--- src/rtl/multicycle_control_unit.sv ---
// Multi-cycle RV64I control FSM: 4 cycles per instruction (5 for load/store); run is sampled only at instruction boundaries.
// Optional feature macro ILLEGAL_TRAP_EN: an unknown opcode parks the FSM in S_TRAP until RST.
module multicycle_control_unit #(
  parameter int RESET_CYCLES = 1,
  parameter int CNT_W        = 32
) (
  input  logic             CLK,
  input  logic             RST,
  input  logic             run,
  input  logic [6:0]       opcode,
  output logic             WE_RF,
  output logic             WE_MEM,
  output logic [1:0]       RF_din_sel,
  output logic             ULA_din2_sel,
  output logic             load_pc,
  output logic             reset_pc,
  output logic             reset_ir,
  output logic             pc_next_sel,
  output logic             pc_adder_sel,
  output logic             busy,
  output logic             instr_done,
  output logic [CNT_W-1:0] retired
`ifdef ILLEGAL_TRAP_EN
  ,
  output logic             illegal
`endif
);

  localparam int RCW = (RESET_CYCLES > 1) ? $clog2(RESET_CYCLES) : 1;

  typedef enum logic [2:0] {
    S_RESET, S_IDLE, S_FETCH, S_DECODE, S_EXEC, S_MEM, S_WB
`ifdef ILLEGAL_TRAP_EN
    , S_TRAP
`endif
  } state_t;

  typedef struct packed {
    logic       din2;
    logic [1:0] rf_sel;
    logic       we_rf;
    logic       nxt;
    logic       add;
    logic       mem;
    logic       store;
  } ctl_t;

  function automatic ctl_t decode(input logic [6:0] op);
    ctl_t c;
    c = '0;
    case (op)
      7'b0000011: begin c.din2 = 1'b1; c.rf_sel = 2'b00; c.we_rf = 1'b1; c.mem = 1'b1; end
      7'b0100011: begin c.din2 = 1'b1; c.mem = 1'b1; c.store = 1'b1; end
      7'b0010011,
      7'b0011011: begin c.din2 = 1'b1; c.rf_sel = 2'b01; c.we_rf = 1'b1; end
      7'b0110011,
      7'b0111011: begin c.rf_sel = 2'b01; c.we_rf = 1'b1; end
      7'b0110111: begin c.din2 = 1'b1; c.rf_sel = 2'b01; c.we_rf = 1'b1; end
      7'b0010111: begin c.din2 = 1'b1; c.rf_sel = 2'b11; c.we_rf = 1'b1; end
      7'b1101111: begin c.din2 = 1'b1; c.rf_sel = 2'b10; c.we_rf = 1'b1; c.nxt = 1'b1; end
      7'b1100111: begin c.din2 = 1'b1; c.rf_sel = 2'b10; c.we_rf = 1'b1; c.nxt = 1'b1; c.add = 1'b1; end
      7'b1100011: c.nxt = 1'b1;
      default:    c = '0;
    endcase
    return c;
  endfunction

  state_t           state_q, state_d;
  logic [RCW-1:0]   cnt_q, cnt_d;
  logic [CNT_W-1:0] retired_q, retired_d;
  ctl_t             ctl_q, ctl_d, dec;
  logic             reset_q, reset_d;
  logic             busy_q, busy_d;
  logic             we_rf_q, we_rf_d;
  logic             we_mem_q, we_mem_d;
  logic             wb_q, wb_d;
`ifdef ILLEGAL_TRAP_EN
  logic             illegal_q, illegal_d;
`endif

  always_comb begin
    dec       = decode(opcode);
    state_d   = state_q;
    cnt_d     = cnt_q;
    retired_d = retired_q;
    ctl_d     = ctl_q;
    case (state_q)
      S_RESET: begin
        if (cnt_q == RCW'(RESET_CYCLES - 1)) begin
          state_d = S_IDLE;
          cnt_d   = '0;
        end else begin
          cnt_d = cnt_q + 1'b1;
        end
      end
      S_IDLE:   if (run) state_d = S_FETCH;
      S_FETCH:  state_d = S_DECODE;
      S_DECODE: begin
        // Selects are frozen here so they stay stable through WB.
        ctl_d   = dec;
        state_d = S_EXEC;
`ifdef ILLEGAL_TRAP_EN
        // Every legal opcode decodes to at least one non-zero control bit.
        if (dec == '0) begin
          ctl_d   = '0;
          state_d = S_TRAP;
        end
`endif
      end
      S_EXEC:   state_d = ctl_q.mem ? S_MEM : S_WB;
      S_MEM:    state_d = S_WB;
      S_WB: begin
        retired_d = retired_q + 1'b1;
        ctl_d     = '0;
        state_d   = run ? S_FETCH : S_IDLE;
      end
`ifdef ILLEGAL_TRAP_EN
      S_TRAP:   state_d = S_TRAP;
`endif
      default:  state_d = S_RESET;
    endcase

    reset_d   = (state_d == S_RESET);
    busy_d    = (state_d != S_RESET) && (state_d != S_IDLE);
    wb_d      = (state_d == S_WB);
    we_rf_d   = wb_d && ctl_d.we_rf;
    we_mem_d  = (state_d == S_MEM) && ctl_d.store;
`ifdef ILLEGAL_TRAP_EN
    illegal_d = (state_d == S_TRAP);
`endif
  end

  always_ff @(posedge CLK) begin
    if (RST) begin
      state_q   <= S_RESET;
      cnt_q     <= '0;
      retired_q <= '0;
      ctl_q     <= '0;
      reset_q   <= 1'b1;
      busy_q    <= 1'b0;
      wb_q      <= 1'b0;
      we_rf_q   <= 1'b0;
      we_mem_q  <= 1'b0;
`ifdef ILLEGAL_TRAP_EN
      illegal_q <= 1'b0;
`endif
    end else begin
      state_q   <= state_d;
      cnt_q     <= cnt_d;
      retired_q <= retired_d;
      ctl_q     <= ctl_d;
      reset_q   <= reset_d;
      busy_q    <= busy_d;
      wb_q      <= wb_d;
      we_rf_q   <= we_rf_d;
      we_mem_q  <= we_mem_d;
`ifdef ILLEGAL_TRAP_EN
      illegal_q <= illegal_d;
`endif
    end
  end

  // RST overrides immediately so an aborted instruction never writes.
  assign reset_pc     = RST | reset_q;
  assign reset_ir     = RST | reset_q;
  assign WE_RF        = ~RST & we_rf_q;
  assign WE_MEM       = ~RST & we_mem_q;
  assign load_pc      = ~RST & wb_q;
  assign instr_done   = ~RST & wb_q;
  assign busy         = busy_q;
  assign retired      = retired_q;

  assign ULA_din2_sel = (state_q == S_DECODE) ? dec.din2   : ctl_q.din2;
  assign RF_din_sel   = (state_q == S_DECODE) ? dec.rf_sel : ctl_q.rf_sel;
  assign pc_next_sel  = (state_q == S_DECODE) ? dec.nxt    : ctl_q.nxt;
  assign pc_adder_sel = (state_q == S_DECODE) ? dec.add    : ctl_q.add;
`ifdef ILLEGAL_TRAP_EN
  assign illegal      = illegal_q;
`endif

endmodule

--- config.mk ---
export PLATFORM = sky130hd
export DESIGN_NAME = multicycle_control_unit
export DESIGN_NICKNAME = d
export VERILOG_FILES = /design/src/rtl/multicycle_control_unit.sv
export SDC_FILE = /design/constraint.sdc
export NUM_CORES = 1
export LEC_CHECK = 0
export ABC_AREA = 1
export ABC_CLOCK_PERIOD_IN_PS = 2700
export CAP_MARGIN = 20
export CORE_MARGIN = 2
export CORE_UTILIZATION = 40
export CTS_CLUSTER_SIZE = 24
export DETAILED_ROUTE_END_ITERATION = 8
export DONT_BUFFER_PORTS = 1
export PLACE_DENSITY = 0.5
export SYNTH_ARGS = -nofsm -noshare
export SYNTH_HDL_FRONTEND = slang
export SYNTH_SLANG_ARGS = --single-unit
--- constraint.sdc ---
create_clock -name CLK -period 2.7 [get_ports CLK]
set_clock_uncertainty 0.15 [all_clocks]
set_input_delay 0.81 -clock CLK [delete_from_list [all_inputs] [get_ports CLK]]
set_output_delay 0.81 -clock CLK [all_outputs]
set_load 0.1 [all_outputs]
# Yosys cells after proc, flatten, opt, wreduce, memory -nomap -nowiden
# Cells that the tools add are included.
[op_classes]
eq_ne = 20
shifts = 0
muxes = 17
n_reduce_logical = 12
addsub = 2
n_lt_le_gt_ge = 0
div_mod_pow = 0
n_bitwise = 5
n_mul = 0
[op_table]
columns = ["cell", "count"]
rows = [
  ["$add 32x1->32 const B", 1],
  ["$eq 7x6->1 const B", 4],
  ["$eq 7x5->1 const B", 3],
  ["$eq 7x7->1 const B", 3],
  ["$pmux 3 s7", 1],
  ["$pmux 8 s2", 1],
  ["$eq 3x3->1 const B", 5],
  ["$pmux 3 s4", 1],
  ["$mux 1", 9],
  ["$reduce_or 8->1", 1],
  ["$eq 7x2->1 const B", 1],
  ["$eq 3x2->1 const B", 2],
  ["$logic_not 3->1", 2],
  ["$mux 2", 3],
  ["$mux 3", 2],
  ["$reduce_or 5->1", 1],
  ["$reduce_or 2->1", 2],
  ["$and 1x1->1", 3],
  ["$eq 3x1->1 const B", 1],
  ["$logic_and 1x1->1", 3],
  ["$ne 3x1->1 const B", 1],
  ["$reduce_bool 3->1", 1],
  ["$reduce_or 3->1", 1],
  ["$reduce_bool 2->1", 1],
  ["3 further kinds", 3],
]
[word_totals]
romBits = 0
ff_bits = 49
mem_count = 0
latch_bits = 0
ramBits = 0
word_cells = 71
inputBits = 10

# Longest topological paths before layout
[logic_depth]
word_depth = 5
ltp_mapped = 9
depth_no_buf = 9

# Worst setup path after synthesis
# Ideal clock, no wire load.
[synth_path]
path_kind = "input to output"
start = "input RST"
end = "output load_pc"
t_arrival_ns = 2.999
stages = 4
path_buffers = 3
required_time_ns = 1.740
path_slack_ns = -1.259
cell_sequence = "clkbuf_1 clkbuf_1 nor2_1 buf_4"
[synth_between]
elab_chain_len = 2
[synth_lines]
columns = ["element", "line_no", "text"]
rows = [
  ["start: declaration", "8", "input logic RST,"],
  ["$not 1->1", "--", ""],
  ["$and 1x1->1", "--", ""],
  ["end: declaration", "15", "output logic load_pc,"],
]
# Every way passes these cells.

# Final worst setup path
[layout_path]
start = "input opcode[2]"
end = "output ULA_din2_sel"
[layout_between]
elab_chain_len = 4
[layout_lines]
columns = ["element", "line_no", "text"]
rows = [
  ["start: declaration", "10", "input logic [6:0] opcode,"],
  ["$eq 7x7->1 (tied with other cells)", "51", "case (op)"],
  ["$reduce_or 8->1 (no line) (*)", "--", ""],
  ["$mux 1 (*)", "51", ""],
  ["$mux 1 (*)", "173", "assign ULA_din2_sel = (state_q == S_DECODE) ? dec.din2 : ctl_q.din2;"],
  ["end: declaration", "14", "output logic ULA_din2_sel,"],
]
# Mark *: on every way between the ends. The rest lies on a longest branch, timed or not.

==> impl_metrics.prom <==
# TYPE chip_impl_metric gauge
chip_impl_info{name="outcome",value="finished, final reports clean"} 1
chip_impl_info{name="cts_tree",value="yes"} 1
chip_impl_info{name="worst_setup_ep_type",value="output pin"} 1
chip_impl_metric{name="synthToLayoutAreaGrowth",unit="%"} 25.5
chip_impl_metric{name="insertedDiodeCount",unit=""} 0
chip_impl_metric{name="synth_sequential_area_ratio",unit="%"} 37.8
chip_impl_info{name="hold_path_end",value="ctl_q[5]"} 1
chip_impl_metric{name="yosys-mux-area-fraction",unit="%"} 0
chip_impl_info{name="r2r_end",value="retired[21]"} 1
chip_impl_info{name="rsz_0062_raised_after_global_routing",value="no"} 1
chip_impl_metric{name="worst_pin_slew",unit="ns"} 0.636
chip_impl_info{name="main_combinational_cell_family_by_area_after_synthesis",value="simple AND/OR/NAND/NOR gates"} 1
chip_impl_metric{name="relative_slew_slack",unit="%"} 57.5
chip_impl_metric{name="drt_iter0_markers",unit=""} 142
chip_impl_metric{name="drt.antenna.violating_nets",unit=""} 0
chip_impl_metric{name="remaining_drc_errors",unit=""} 0
chip_impl_metric{name="drive_gt1_share",unit="%"} 18.7
chip_impl_metric{name="overall_via_count_from_detail_route",unit=""} 2515
chip_impl_metric{name="report.final.setup_viol",unit=""} 0
chip_impl_metric{name="port_bufs",unit=""} 0
chip_impl_metric{name="std_cell_rows",unit=""} 29
chip_impl_metric{name="number_of_antenna_violations_at_the_first_check_in_global_routing",unit=""} 0
chip_impl_metric{name="die-height",unit="um"} 83.7
chip_impl_metric{name="clkLatencyLatePin",unit="ns"} 0.31
chip_impl_info{name="timing.hold.worst.class",value="register to register"} 1
chip_impl_metric{name="synth_compound_gate_area_share",unit="%"} 7.38
chip_impl_metric{name="switching_share",unit="%"} 24.7
chip_impl_metric{name="cts_buffer_depth",unit=""} 2
chip_impl_metric{name="vias_in_the_first_global_route",unit=""} 2343
chip_impl_metric{name="power_frac_comb",unit="%"} 8.1
chip_impl_metric{name="timing.max_cap.violations",unit=""} 0
chip_impl_metric{name="place.gp.congestion",unit=""} 0.864
chip_impl_metric{name="floorplan.initialDensity",unit="%"} 40.8
chip_impl_metric{name="postSynthAreaPerCell",unit="um^2"} 6.30
chip_impl_metric{name="die-width",unit="um"} 83.7
chip_impl_metric{name="grt_max_degree",unit=""} 32
chip_impl_metric{name="finalHoldWorstSlack",unit="ns"} 0.311
chip_impl_metric{name="clkSinkCount",unit=""} 48
chip_impl_metric{name="worst_ep_arrival_time",unit="ns"} 1.64
chip_impl_info{name="hold_path.startpoint",value="ctl_q[5]"} 1
chip_impl_info{name="cts_root_buf",value="sky130_fd_sc_hd__clkbuf_8"} 1
chip_impl_metric{name="rr_worst_depth",unit=""} 9
chip_impl_metric{name="grt_use_total",unit="%"} 19.1
chip_impl_metric{name="route.detailed.vias_per_inst",unit=""} 4.82
chip_impl_metric{name="pin_count",unit=""} 54
chip_impl_metric{name="p_sw",unit="W"} 0.000353
chip_impl_metric{name="numCtsBuffers",unit=""} 5
chip_impl_metric{name="global_route.overflow_total",unit=""} 0
chip_impl_metric{name="seq_power_share",unit="%"} 51.2
chip_impl_metric{name="synthesized_net_count",unit=""} 415
chip_impl_metric{name="core",unit="um^2"} 6240
chip_impl_metric{name="regToRegSetupSlack",unit="ns"} 0.72
chip_impl_metric{name="cp_max_fo",unit=""} 4
chip_impl_metric{name="power_density",unit="nW/um^2"} 447
chip_impl_metric{name="synth-xor-area-share",unit="%"} 2.41
chip_impl_metric{name="peakVddDrop",unit="V"} 0.000297
chip_impl_info{name="r2r-start",value="retired[3]"} 1
chip_impl_metric{name="fmax",unit="MHz"} 385
chip_impl_metric{name="required",unit="ns"} 1.74
chip_impl_metric{name="synth_cells",unit=""} 404
chip_impl_metric{name="timing_max_transition_violations_final",unit=""} 0
chip_impl_metric{name="holdPathStages",unit=""} 2
chip_impl_metric{name="layout.filler_cells",unit=""} 665
chip_impl_metric{name="yosysWarnings",unit=""} 0
chip_impl_info{name="criticalPathCategory",value="input pin to output pin"} 1
chip_impl_metric{name="post-route-period-util",unit="%"} 96.2
chip_impl_metric{name="htree_num_levels",unit=""} 2
chip_impl_metric{name="post_synthesis_simple_gate_area_fraction",unit="%"} 42.2
chip_impl_metric{name="die-area",unit="um^2"} 7010
chip_impl_info{name="timing.critical_path.from_type",value="input pin"} 1
chip_impl_metric{name="synth.ff_latch_count",unit=""} 48
chip_impl_metric{name="clkPwrFrac",unit="%"} 40.7
chip_impl_metric{name="fin_area",unit="um^2"} 3190
chip_impl_metric{name="num-nets-final",unit=""} 455
chip_impl_metric{name="post_drt_wl_per_cell",unit="um"} 12.2
chip_impl_metric{name="dp.final_hpwl",unit="um"} 4800
chip_impl_metric{name="post-cts-setup-buffers",unit=""} 0
chip_impl_metric{name="path_clk_slew",unit="ns"} 0.09
chip_impl_info{name="leading_cell_types_in_the_layout_fill_and_taps_excluded",value="sky130_fd_sc_hd__nand2_1 (102), sky130_fd_sc_hd__nor2_1 (76), sky130_fd_sc_hd__inv_1 (49)"} 1
chip_impl_metric{name="post_cts_hold_buffer_count",unit=""} 0
chip_impl_metric{name="power.leakage",unit="nW"} 1.33
chip_impl_metric{name="synth_adder_area_share",unit="%"} 0.492
chip_impl_metric{name="min_period",unit="ns"} 2.60
chip_impl_metric{name="fin_util",unit="%"} 51.2
chip_impl_metric{name="post_synth_instance_area",unit="um^2"} 2540
chip_impl_metric{name="grt_pass1_wl",unit="um"} 10900
chip_impl_info{name="mostFrequentLayoutCell",value="sky130_fd_sc_hd__nand2_1"} 1
chip_impl_metric{name="finalHoldViolCount",unit=""} 0
chip_impl_metric{name="dr.pass1.iters",unit=""} 6
chip_impl_metric{name="placement.cell_area",unit="um^2"} 3040
chip_impl_metric{name="ys_types",unit=""} 24
chip_impl_metric{name="routed_wl",unit="um"} 6370
chip_impl_metric{name="internal_power",unit="W"} 0.00107
## layer usage
metal / GRT usage [%] / routed length (um) / vias up
li1: - / - / 1350
met1: 26.7 / 3120 / 1114
met2: 29.0 / 2810 / 44
met3: 4.45 / 359 / 7
met4: 6.45 / 78 / 0
met5: 0 / 0 / -
## how the worst max path moves through the flow
stage	start	endpoint	slack [ns]
detailed placement	opcode[2]	ULA_din2_sel	0.1
global route	opcode[3]	ULA_din2_sel	0.03
global placement	opcode[6]	pc_adder_sel	0.09
finish	opcode[2]	ULA_din2_sel	0.10
CTS	state_q[1]	ULA_din2_sel	0.01
floorplan	opcode[1]	ULA_din2_sel	-0.29
## area by class of cell
class	count	area (um^2)	area share, %
multi-input cells	294	1420	44.4
clock buffers	7	96.3	3.02
clock inverters	1	30.0	0.940
repair buffers	41	383	12.0
flip-flops and latches	48	963	30.2
inverters	54	205	6.43
well taps	77	96.3	3.02
## worst max-delay path, cell delays in order
cell	delay (ns)
sky130_fd_sc_hd__or2_2	0.28
sky130_fd_sc_hd__nor2_2	0.12
sky130_fd_sc_hd__nand3_2	0.10
sky130_fd_sc_hd__nand4_1	0.13
sky130_fd_sc_hd__buf_12	0.19
## power groups by stage
stage	Sequential (W)	Combinational [W]	Clock [W]
2_1_floorplan	0.000765	0.0000807	0
3_3_place_gp	0.000745	0.000111	0
3_5_place_dp	0.000745	0.000112	0
4_1_cts	0.000728	0.000113	0.000598
5_1_grt	0.000733	0.000126	0.000618
6_report	0.000731	0.000115	0.000582
## Yosys cell counts
master	count	area, um^2
sky130_fd_sc_hd__nand2_1	108	405
sky130_fd_sc_hd__buf_4	2	15.0
sky130_fd_sc_hd__nor4_1	1	6.26
sky130_fd_sc_hd__nor3_1	3	15.0
sky130_fd_sc_hd__nor2b_1	1	6.26
sky130_fd_sc_hd__o21ai_0	13	65.1
sky130_fd_sc_hd__nand3_1	28	140
sky130_fd_sc_hd__nand2_2	1	6.26
sky130_fd_sc_hd__nor2_4	2	22.5
sky130_fd_sc_hd__xnor2_1	3	26.3
sky130_fd_sc_hd__buf_6	1	11.3
sky130_fd_sc_hd__nand4_1	11	68.8
sky130_fd_sc_hd__a21oi_1	23	115
sky130_fd_sc_hd__nor2_1	80	300
sky130_fd_sc_hd__or2_2	2	12.5
sky130_fd_sc_hd__and2_1	2	12.5
sky130_fd_sc_hd__nor2_2	6	37.5
sky130_fd_sc_hd__xor2_1	4	35.0
sky130_fd_sc_hd__inv_1	54	203
sky130_fd_sc_hd__dfxtp_1	48	961
sky130_fd_sc_hd__a21boi_1	1	7.51
sky130_fd_sc_hd__ha_1	1	12.5
sky130_fd_sc_hd__nand3_2	4	40.0
sky130_fd_sc_hd__clkbuf_1	5	18.8
## cell families after synthesis
group	after synthesis
simple gates	249
buf+inv	62
fa+ha+maj	1
xor+xnor	7
flops	48
compound gates	37
## sequential cells by signal (all words and copies together), names as in the netlist
register and count:
we_mem_q 1, ctl_q 8, we_rf_q 1, wb_q 1, state_q 3, reset_q 1
retired 32, busy 1
## timing repair
| item | 4_1_cts | 5_1_grt |
|---|---|---|
| hold endpoints to repair | 0 | 0 |
| endpoints found under the setup margin | 2 | 5 |
| resized for setup | 1 | 6 |
## through the flow
step | power, W | std cells | setup slack (ns) | TNS [ns]
floorplan | 0.000846 | 404 | -0.288 | -0.660
global placement | 0.000856 | 514 | 0.0942 | 0
detailed placement | 0.000857 | 514 | 0.0958 | 0
CTS | 0.00144 | 522 | 0.0108 | 0
global route | 0.00148 | 522 | 0.0311 | 0
finish | 0.00143 | 522 | 0.102 | 0
Note: power is estimated with default switching activity, not from simulation.
